[src/rtl/dmem_arbiter.sv]
// dmem_arbiter: shares the single-port synchronous data RAM between the CPU
// load/store path and the UART program loader (UPG). One access per cycle,
// zero-cycle grant, and read data returns one cycle after grant. The return
// is steered to the requester that issued the read.
//
// Build option: define DMEM_ARB_RR_EN to arbitrate contention round-robin
// using the last_grant register. Without it, the loader always wins
// contention and last_grant is only tracked.
module dmem_arbiter #(
   parameter int ADDR_W = 14,
   parameter int DATA_W = 32
) (
   input  logic              clock,
   input  logic              reset,

   input  logic              cpu_req,
   input  logic              cpu_we,
   input  logic [ADDR_W-1:0] cpu_addr,
   input  logic [DATA_W-1:0] cpu_wdata,
   output logic              cpu_gnt,
   output logic              cpu_rvalid,
   output logic [DATA_W-1:0] cpu_rdata,

   input  logic              upg_req,
   input  logic              upg_we,
   input  logic [ADDR_W-1:0] upg_addr,
   input  logic [DATA_W-1:0] upg_wdata,
   output logic              upg_gnt,
   output logic              upg_rvalid,
   output logic [DATA_W-1:0] upg_rdata,

   output logic              mem_en,
   output logic              mem_we,
   output logic [ADDR_W-1:0] mem_addr,
   output logic [DATA_W-1:0] mem_wdata,
   input  logic [DATA_W-1:0] mem_rdata,

   output logic              busy
);

   // Owner of the read currently in flight through the RAM.
   typedef enum logic [1:0] {
      OWN_NONE = 2'd0,
      OWN_CPU  = 2'd1,
      OWN_UPG  = 2'd2
   } owner_e;

   // Requester that received the most recent grant.
   typedef enum logic {
      LAST_CPU = 1'b0,
      LAST_UPG = 1'b1
   } last_e;

   owner_e            rdOwn_q, rdOwn_d;
   last_e             lastGrant_q, lastGrant_d;
   logic [DATA_W-1:0] cpuRdata_q, cpuRdata_d;
   logic [DATA_W-1:0] upgRdata_q, upgRdata_d;

   logic cpuWin;
   logic upgWin;
   logic contention;

   // Pick the single winner for this cycle. Reset forces no grant at all, so
   // nothing reaches the RAM while the system is being reset.
   always_comb begin
      cpuWin     = 1'b0;
      upgWin     = 1'b0;
      contention = 1'b0;
      if (!reset) begin
         contention = cpu_req && upg_req;
         if (contention) begin
`ifdef DMEM_ARB_RR_EN
            if (lastGrant_q == LAST_CPU) begin
               upgWin = 1'b1;
            end else begin
               cpuWin = 1'b1;
            end
`else
            upgWin = 1'b1;
`endif
         end else if (cpu_req) begin
            cpuWin = 1'b1;
         end else if (upg_req) begin
            upgWin = 1'b1;
         end
      end
   end

   // Grant strobes and contention flag follow the winner directly.
   always_comb begin
      cpu_gnt = cpuWin;
      upg_gnt = upgWin;
      busy    = contention;
   end

   // Steer the winner's command onto the RAM port. The bus is parked at zero
   // when nobody is granted so idle cycles are easy to spot on a trace.
   always_comb begin
      mem_en    = 1'b0;
      mem_we    = 1'b0;
      mem_addr  = '0;
      mem_wdata = '0;
      if (cpuWin) begin
         mem_en    = 1'b1;
         mem_we    = cpu_we;
         mem_addr  = cpu_addr;
         mem_wdata = cpu_wdata;
      end else if (upgWin) begin
         mem_en    = 1'b1;
         mem_we    = upg_we;
         mem_addr  = upg_addr;
         mem_wdata = upg_wdata;
      end
   end

   // Read return: the registered owner tag selects which port sees the RAM
   // data this cycle. The other port replays its held value. Reset hides an
   // in-flight return and shows zero data.
   always_comb begin
      cpu_rvalid = 1'b0;
      upg_rvalid = 1'b0;
      cpu_rdata  = '0;
      upg_rdata  = '0;
      if (!reset) begin
         cpu_rvalid = (rdOwn_q == OWN_CPU);
         upg_rvalid = (rdOwn_q == OWN_UPG);
         cpu_rdata  = cpu_rvalid ? mem_rdata : cpuRdata_q;
         upg_rdata  = upg_rvalid ? mem_rdata : upgRdata_q;
      end
   end

   // Next-state for the owner tag, last_grant and the held read data.
   always_comb begin
      rdOwn_d     = OWN_NONE;
      lastGrant_d = lastGrant_q;
      cpuRdata_d  = cpu_rdata;
      upgRdata_d  = upg_rdata;
      if (cpuWin) begin
         lastGrant_d = LAST_CPU;
         if (!cpu_we) begin
            rdOwn_d = OWN_CPU;
         end
      end else if (upgWin) begin
         lastGrant_d = LAST_UPG;
         if (!upg_we) begin
            rdOwn_d = OWN_UPG;
         end
      end
   end

   // State registers with synchronous reset.
   always_ff @(posedge clock) begin
      if (reset) begin
         rdOwn_q     <= OWN_NONE;
         lastGrant_q <= LAST_CPU;
         cpuRdata_q  <= '0;
         upgRdata_q  <= '0;
      end else begin
         rdOwn_q     <= rdOwn_d;
         lastGrant_q <= lastGrant_d;
         cpuRdata_q  <= cpuRdata_d;
         upgRdata_q  <= upgRdata_d;
      end
   end

   // Never grant both requesters in the same cycle.
   always_ff @(posedge clock) begin
      assert (!(cpu_gnt && upg_gnt))
         else $error("dmem_arbiter: both grants asserted");
   end

endmodule

[config.mk]
export PLATFORM = sky130hd
export DESIGN_NAME = dmem_arbiter
export DESIGN_NICKNAME = d
export VERILOG_FILES = /design/src/rtl/dmem_arbiter.sv
export SDC_FILE = /design/constraint.sdc
export NUM_CORES = 1
export LEC_CHECK = 0
export CORE_ASPECT_RATIO = 0.6
export CORE_MARGIN = 3
export CORE_UTILIZATION = 38
export DETAILED_ROUTE_END_ITERATION = 10
export GPL_TIMING_DRIVEN = 1
export PLACE_DENSITY = 0.82
export SLEW_MARGIN = 5
export SYNTH_ARGS = -nofsm -noshare
export SYNTH_HDL_FRONTEND = slang
export SYNTH_SLANG_ARGS = --single-unit
export TNS_END_PERCENT = 50
[constraint.sdc]
create_clock -name clock -period 1.7 [get_ports clock]
set_input_delay 0.51 -clock clock [delete_from_list [all_inputs] [get_ports clock]]
set_output_delay 0.51 -clock clock [all_outputs]
set_load 0.03 [all_outputs]
==> results of run 1 <==
[cell families after synthesis]
logic type             Yosys count  synth area share (%)
buffers and inverters           41                  8.03
flip-flops                      66                  32.4
multiplexers                   128                  31.4
AO/OA/AOI/OAI                   47                  11.5
AND/OR/NAND/NOR                109                  16.7
[per-layer routing]
metal	overflow	GRT usage, %
met1	0	75.1
met5	0	1.62
met2	99	94.8
met4	54	84.1
met3	0	47.6
[Yosys cell counts (all sizes together)]
cell,number,share of area (%)
a32o,47,12
and2b,1,0.25
and3,1,0.15
buf,30,7.0
clkbuf,10,0.92
dfxtp,66,32
inv,1,0.092
mux2i,128,31
nand2b,98,15
nor2,4,0.37
nor2b,4,0.67
nor3b,1,0.18
[per-stage QoR]
stage	TNS, ps	instance area, um^2
after detailed placement	-46260	8250
after floorplan	-7360	5500
after global placement	-43990	8250
after CTS	-38950	9490
[timing repair]
action | CTS
cloned | 9
buffers inserted | 18
pin swaps | 34
setup endpoints to repair | 117
resized for setup | 173
==> results_tabular.tex, run 1 <==
\begin{tabular}{lr}
\hline
Metric & Value \\
\hline
\multicolumn{2}{l}{\textbf{Floorplan}} \\
Number of top-level pins & 247 \\
Chip width & 140 um \\
Number of cell rows & 28 \\
Die outline height & between 80 and 90 um \\
Initial standard-cell utilization of the core & between 40 and 50\% \\
\multicolumn{2}{l}{\textbf{Global route}} \\
Largest net degree at the start of global routing & 46 \\
Total gr overflow & about 150 \\
Overall global routing resource usage & between 70 and 80\% \\
\multicolumn{2}{l}{\textbf{Placement}} \\
Total placed cells including tap cells & just over 800 \\
Post-placement setup slack & -637 ps \\
Number of buffers added on ports & roughly 250 \\
Routability cong. & a little over 0.9 \\
Detailed Place HPWL & between 10 and 15 mm \\
\multicolumn{2}{l}{\textbf{Status}} \\
Error Message & [ERROR GRT-0232] Routing congestion too high. Check the congestion heatmap in the GUI. \\
Stage reached & global routing (5\_1\_grt) \\
Run status & stopped before the end \\
\multicolumn{2}{l}{\textbf{Logic synthesis}} \\
Cell Area, Synth & roughly 4000 um\^{}2 \\
Number of synthesized register bits & 66 \\
Synthesized area divided by synthesized cell count & roughly 10 um\^{}2 \\
Synthesized instance count & $\sim$390 \\
Share of synthesized area occupied by flip-flops and latches & between 30\% and 40\% \\
YS warnings & 0 \\
Synthesized netlist net count & 521 \\
Number of distinct library cells after synthesis & 15 \\
\multicolumn{2}{l}{\textbf{Clock tree}} \\
Maximum buffer depth of the clock tree & 2 \\
Depth of the CTS H-tree & 3 \\
Hold-fix buffers at CTS & 0 \\
Clock net sink count & 66 \\
CTS root buffer & clkbuf\_16 \\
Inserted Clock Buffers & 9 \\
\multicolumn{2}{l}{\textbf{Timing}} \\
Worst endpoint type & output port \\
Worst\_ep grt & cpu\_rdata[21] \\
\hline
\end{tabular}
==> run 2, diff against run 1 <==
--- a/config.mk
+++ b/config.mk
@@ -5,12 +5,11 @@
 export SDC_FILE = /design/constraint.sdc
 export NUM_CORES = 1
 export LEC_CHECK = 0
-export CORE_ASPECT_RATIO = 0.6
 export CORE_MARGIN = 3
-export CORE_UTILIZATION = 38
+export CORE_UTILIZATION = 35
 export DETAILED_ROUTE_END_ITERATION = 10
 export GPL_TIMING_DRIVEN = 1
-export PLACE_DENSITY = 0.82
+export PLACE_DENSITY_LB_ADDON = 0.15
 export SLEW_MARGIN = 5
 export SYNTH_ARGS = -nofsm -noshare
 export SYNTH_HDL_FRONTEND = slang
==> results_tabular.tex, run 2 <==
\begin{tabular}{lr}
\hline
Metric & Value \\
\hline
\multicolumn{2}{l}{\textbf{Setup path}} \\
First element of the critical path & rdOwn\_q[0] \\
FF-to-FF path depth & 6 \\
Critical Path RT & about 1200 ps \\
Setup crit start kind & flop \\
FF-to-FF End & cpuRdata\_q[23] \\
Peak fanout along the critical path & 7 \\
Setup Crit Path Kind & flop to output port \\
Data arrival time of the worst path & 1710 ps \\
Crit. End Element & output port \\
Flop-to-flop setup slack & $\sim$240 ps \\
Reg2reg start & rdOwn\_q[0] \\
\multicolumn{2}{l}{\textbf{Timing}} \\
Total negative setup slack & -42950 ps \\
Transition time at the pin with the least slew margin & roughly 320 ps \\
Post-layout minimum cycle time & between 2000 and 2500 ps \\
Final Hold Viols & 0 \\
Setup repair after global routing missed its margin & yes \\
Highest attainable clock frequency & between 400 and 500 MHz \\
Max Slew Vio Count & 0 \\
Post-route worst setup slack & -521 ps \\
Hold\_ws & just over 500 ps \\
Finish-stage setup viols & 116 \\
Period utilization & 131\% \\
Max transition margin & 78.8\% \\
Maximum clock skew at final layout & 3.77 ps \\
\multicolumn{2}{l}{\textbf{Cells and area}} \\
Commonest non-fill, non-tap cell in the layout & clkdlybuf4s50\_1 \\
Antenna fix cells & 0 \\
Biggest registers after layout & cpuRdata\_q (32), upgRdata\_q (32), rdOwn\_q (2) \\
Fill cell total of the finished layout & $\sim$420 \\
Share of layout cells above drive strength 1 & $\sim$60\% \\
Most used cells in the layout excluding fill and tap cells & clkdlybuf4s50\_1 (125), buf\_6 (110), nand2b\_4 (85), buf\_4 (77), mux2i\_1 (65) \\
NumNets Final & just under 900 \\
Area growth from synthesis to layout & 147\% \\
\multicolumn{2}{l}{\textbf{Min path}} \\
Path type of the worst min-delay path & flop to flop \\
Hold path endpoint & upgRdata\_q[18] \\
Hold Path Origin & upgRdata\_q[18] \\
Depth of the worst hold-timing path & 2 \\
\multicolumn{2}{l}{\textbf{Placement}} \\
Routability cong. & 0.989 (+7.7\%) \\
Number of buffers added on ports & 246 (unchanged) \\
Post-placement setup slack & -663 ps (-25.8 ps) \\
Detailed Place HPWL & 11.9 mm (-3.1\%) \\
\multicolumn{2}{l}{\textbf{Route}} \\
Final antenna-violating net count & 0 \\
Routed WL per cell & between 20 and 30 um \\
Total DRC errors in the routed layout & 0 \\
Vias post-DR & 4850 \\
Average vias per placed instance & around 5.5 \\
Pre-antenna DRT Iters & 5 \\
Violation count after the first detailed-route iteration & around 270 \\
Wire length reported by the detailed router & $\sim$23 mm \\
\multicolumn{2}{l}{\textbf{Flow run}} \\
Count of max-cap constraint violations & 0 \\
\multicolumn{2}{l}{\textbf{Clock tree}} \\
Clock tree from TritonCTS & built \\
Maximum buffer depth of the clock tree & 2 (unchanged) \\
Depth of the CTS H-tree & 3 (unchanged) \\
Inserted Clock Buffers & 9 (unchanged) \\
CTS root buffer & clkbuf\_16 \\
Hold-fix buffers at CTS & 0 (unchanged) \\
Clock network latency to the later pin of the worst-skew pair & 340 ps \\
Clock-pin transition on the worst setup and hold timing paths & roughly 60 ps \\
Clock net sink count & 66 (unchanged) \\
\multicolumn{2}{l}{\textbf{Global route}} \\
Overall global routing resource usage & between 30\% and 40\% \\
Vias in the first global route & 5088 \\
Wire length of the first global-routing pass & about 30 mm \\
Number of antenna violations at the first check in global routing & 0 \\
Total gr overflow & 0 \\
Largest net degree at the start of global routing & 25 \\
\multicolumn{2}{l}{\textbf{Logic synthesis}} \\
Share of synthesized area occupied by flip-flops and latches & 32.4\% (unchanged) \\
Synthesized instance count & 391 (unchanged) \\
Number of distinct library cells after synthesis & 15 (unchanged) \\
Number of flops mapped to enable cells by yosys & 0 (unchanged) \\
Synthesized netlist net count & 521 (unchanged) \\
Number of synthesized register bits & 66 (unchanged) \\
Synth top area share & 32.4\% (unchanged) \\
Predominant post-synthesis flop cell & dfxtp\_1 \\
YS warnings & 0 (unchanged) \\
Cell with the most instances after synthesis & mux2i\_1 \\
Cell Area, Synth & 4080 um\^{}2 (unchanged) \\
Dominant cells by area after synthesis & dfxtp\_1 (32\%), mux2i\_1 (31\%), nand2b\_1 (15\%) \\
Synthesized area divided by synthesized cell count & 10.4 um\^{}2 (unchanged) \\
FFs w/ async S/R, synth & 0\% (unchanged) \\
Synth top cells by count & mux2i\_1 (128), nand2b\_1 (98), dfxtp\_1 (66), a32o\_1 (47), buf\_6 (21) \\
Biggest area consumer among synthesized cells & dfxtp\_1 \\
\multicolumn{2}{l}{\textbf{Floorplan}} \\
Die outline height & 114 um (+32\%) \\
Placeable Area & $\sim$11000 um\^{}2 \\
Number of top-level pins & 247 (unchanged) \\
Initial standard-cell utilization of the core & 36.7\% (-3.5 points) \\
Total Die Area & roughly 13000 um\^{}2 \\
Chip width & 114 um (-18\%) \\
Number of cell rows & 38 (+36\%) \\
\multicolumn{2}{l}{\textbf{Power and ir drop}} \\
Power density of the placed cells & roughly 550 nW/um\^{}2 \\
Peak supply drop & $\sim$0.66 mV \\
Tot Pwr & approximately 5500 uW \\
Leakage component of the power & approximately 0.0045 uW \\
\multicolumn{2}{l}{\textbf{Status}} \\
Violations in the final reports & negative setup slack \\
Run status & finished, violations left \\
\hline
\end{tabular}
[run 2: worst max path at each step]
stage	to	cells after the start	slack [ps]
2_1_floorplan	upg_rdata[31]	4	-180
3_3_place_gp	mem_wdata[24]	5	-610
3_5_place_dp	mem_wdata[24]	5	-660
4_1_cts	cpu_rdata[4]	5	-490
5_1_grt	cpu_rdata[14]	6	-540
6_report	cpu_rdata[14]	6	-520
[run 2: critical path: stages, from the launching register on]
cell and delay [ps]:
dfxtp_2 360, nor2b_4 170, buf_12 140, buf_6 110, buf_12 160, mux2i_4 260
buf_6 160
[run 2: what timing repair did]
item / in CTS / in global routing
pin swaps: 38 / 7
resized for setup: 163 / 35
setup buffers: 19 / 22
cloned: 16 / 5
endpoints found under the setup margin: 117 / 116
[run 2: cell families (layout without fill, tap and decap cells)]
family	after synthesis	in the layout	synth area share, %
mux	128	128	31.4
simple gates	109	109	16.7
flops	66	66	32.4
buf+inv	41	392	8.03
compound gates	47	47	11.5
[run 2: metal layers]
layer	GRT usage [%]	share of wire [%]	wire, um
met5	0	0	0
met4	7.68	3.6	820
met3	8.17	7.0	1600
met2	56.6	54	12400
met1	34.5	35	8120
[run 2: power by group]
| part | internal (uW) | leakage (uW) | switching, uW |
|---|---|---|---|
| Combinational | 1120 | 0.00380 | 867 |
| Sequential | 1590 | 0.000536 | 34.9 |
| Clock | 1170 | 0.000141 | 749 |
[run 2: per-stage QoR]
step           util (%)  cell area, um^2  instances
2_1_floorplan         -             5500        391
3_3_place_gp       74.1             8240        806
3_5_place_dp       74.1             8240        806
4_1_cts            87.2             9710        857
5_1_grt            90.6            10100        882
6_report           90.6            10100        882
[run 2: final cells by class]
type                            count  area (um^2)  share of cell area [%]
Timing Repair Buffer              375         4410                    43.8
Multi-Input combinational cell    284         3850                    38.2
Sequential cell                    66         1320                    13.1
Clock buffer                       10          239                    2.37
Tap cell                          140          175                    1.74
Clock inverter                      6         66.3                   0.658
Inverter                            1         20.0                   0.199
No activity file was read; power rests on OpenSTA's default activity.
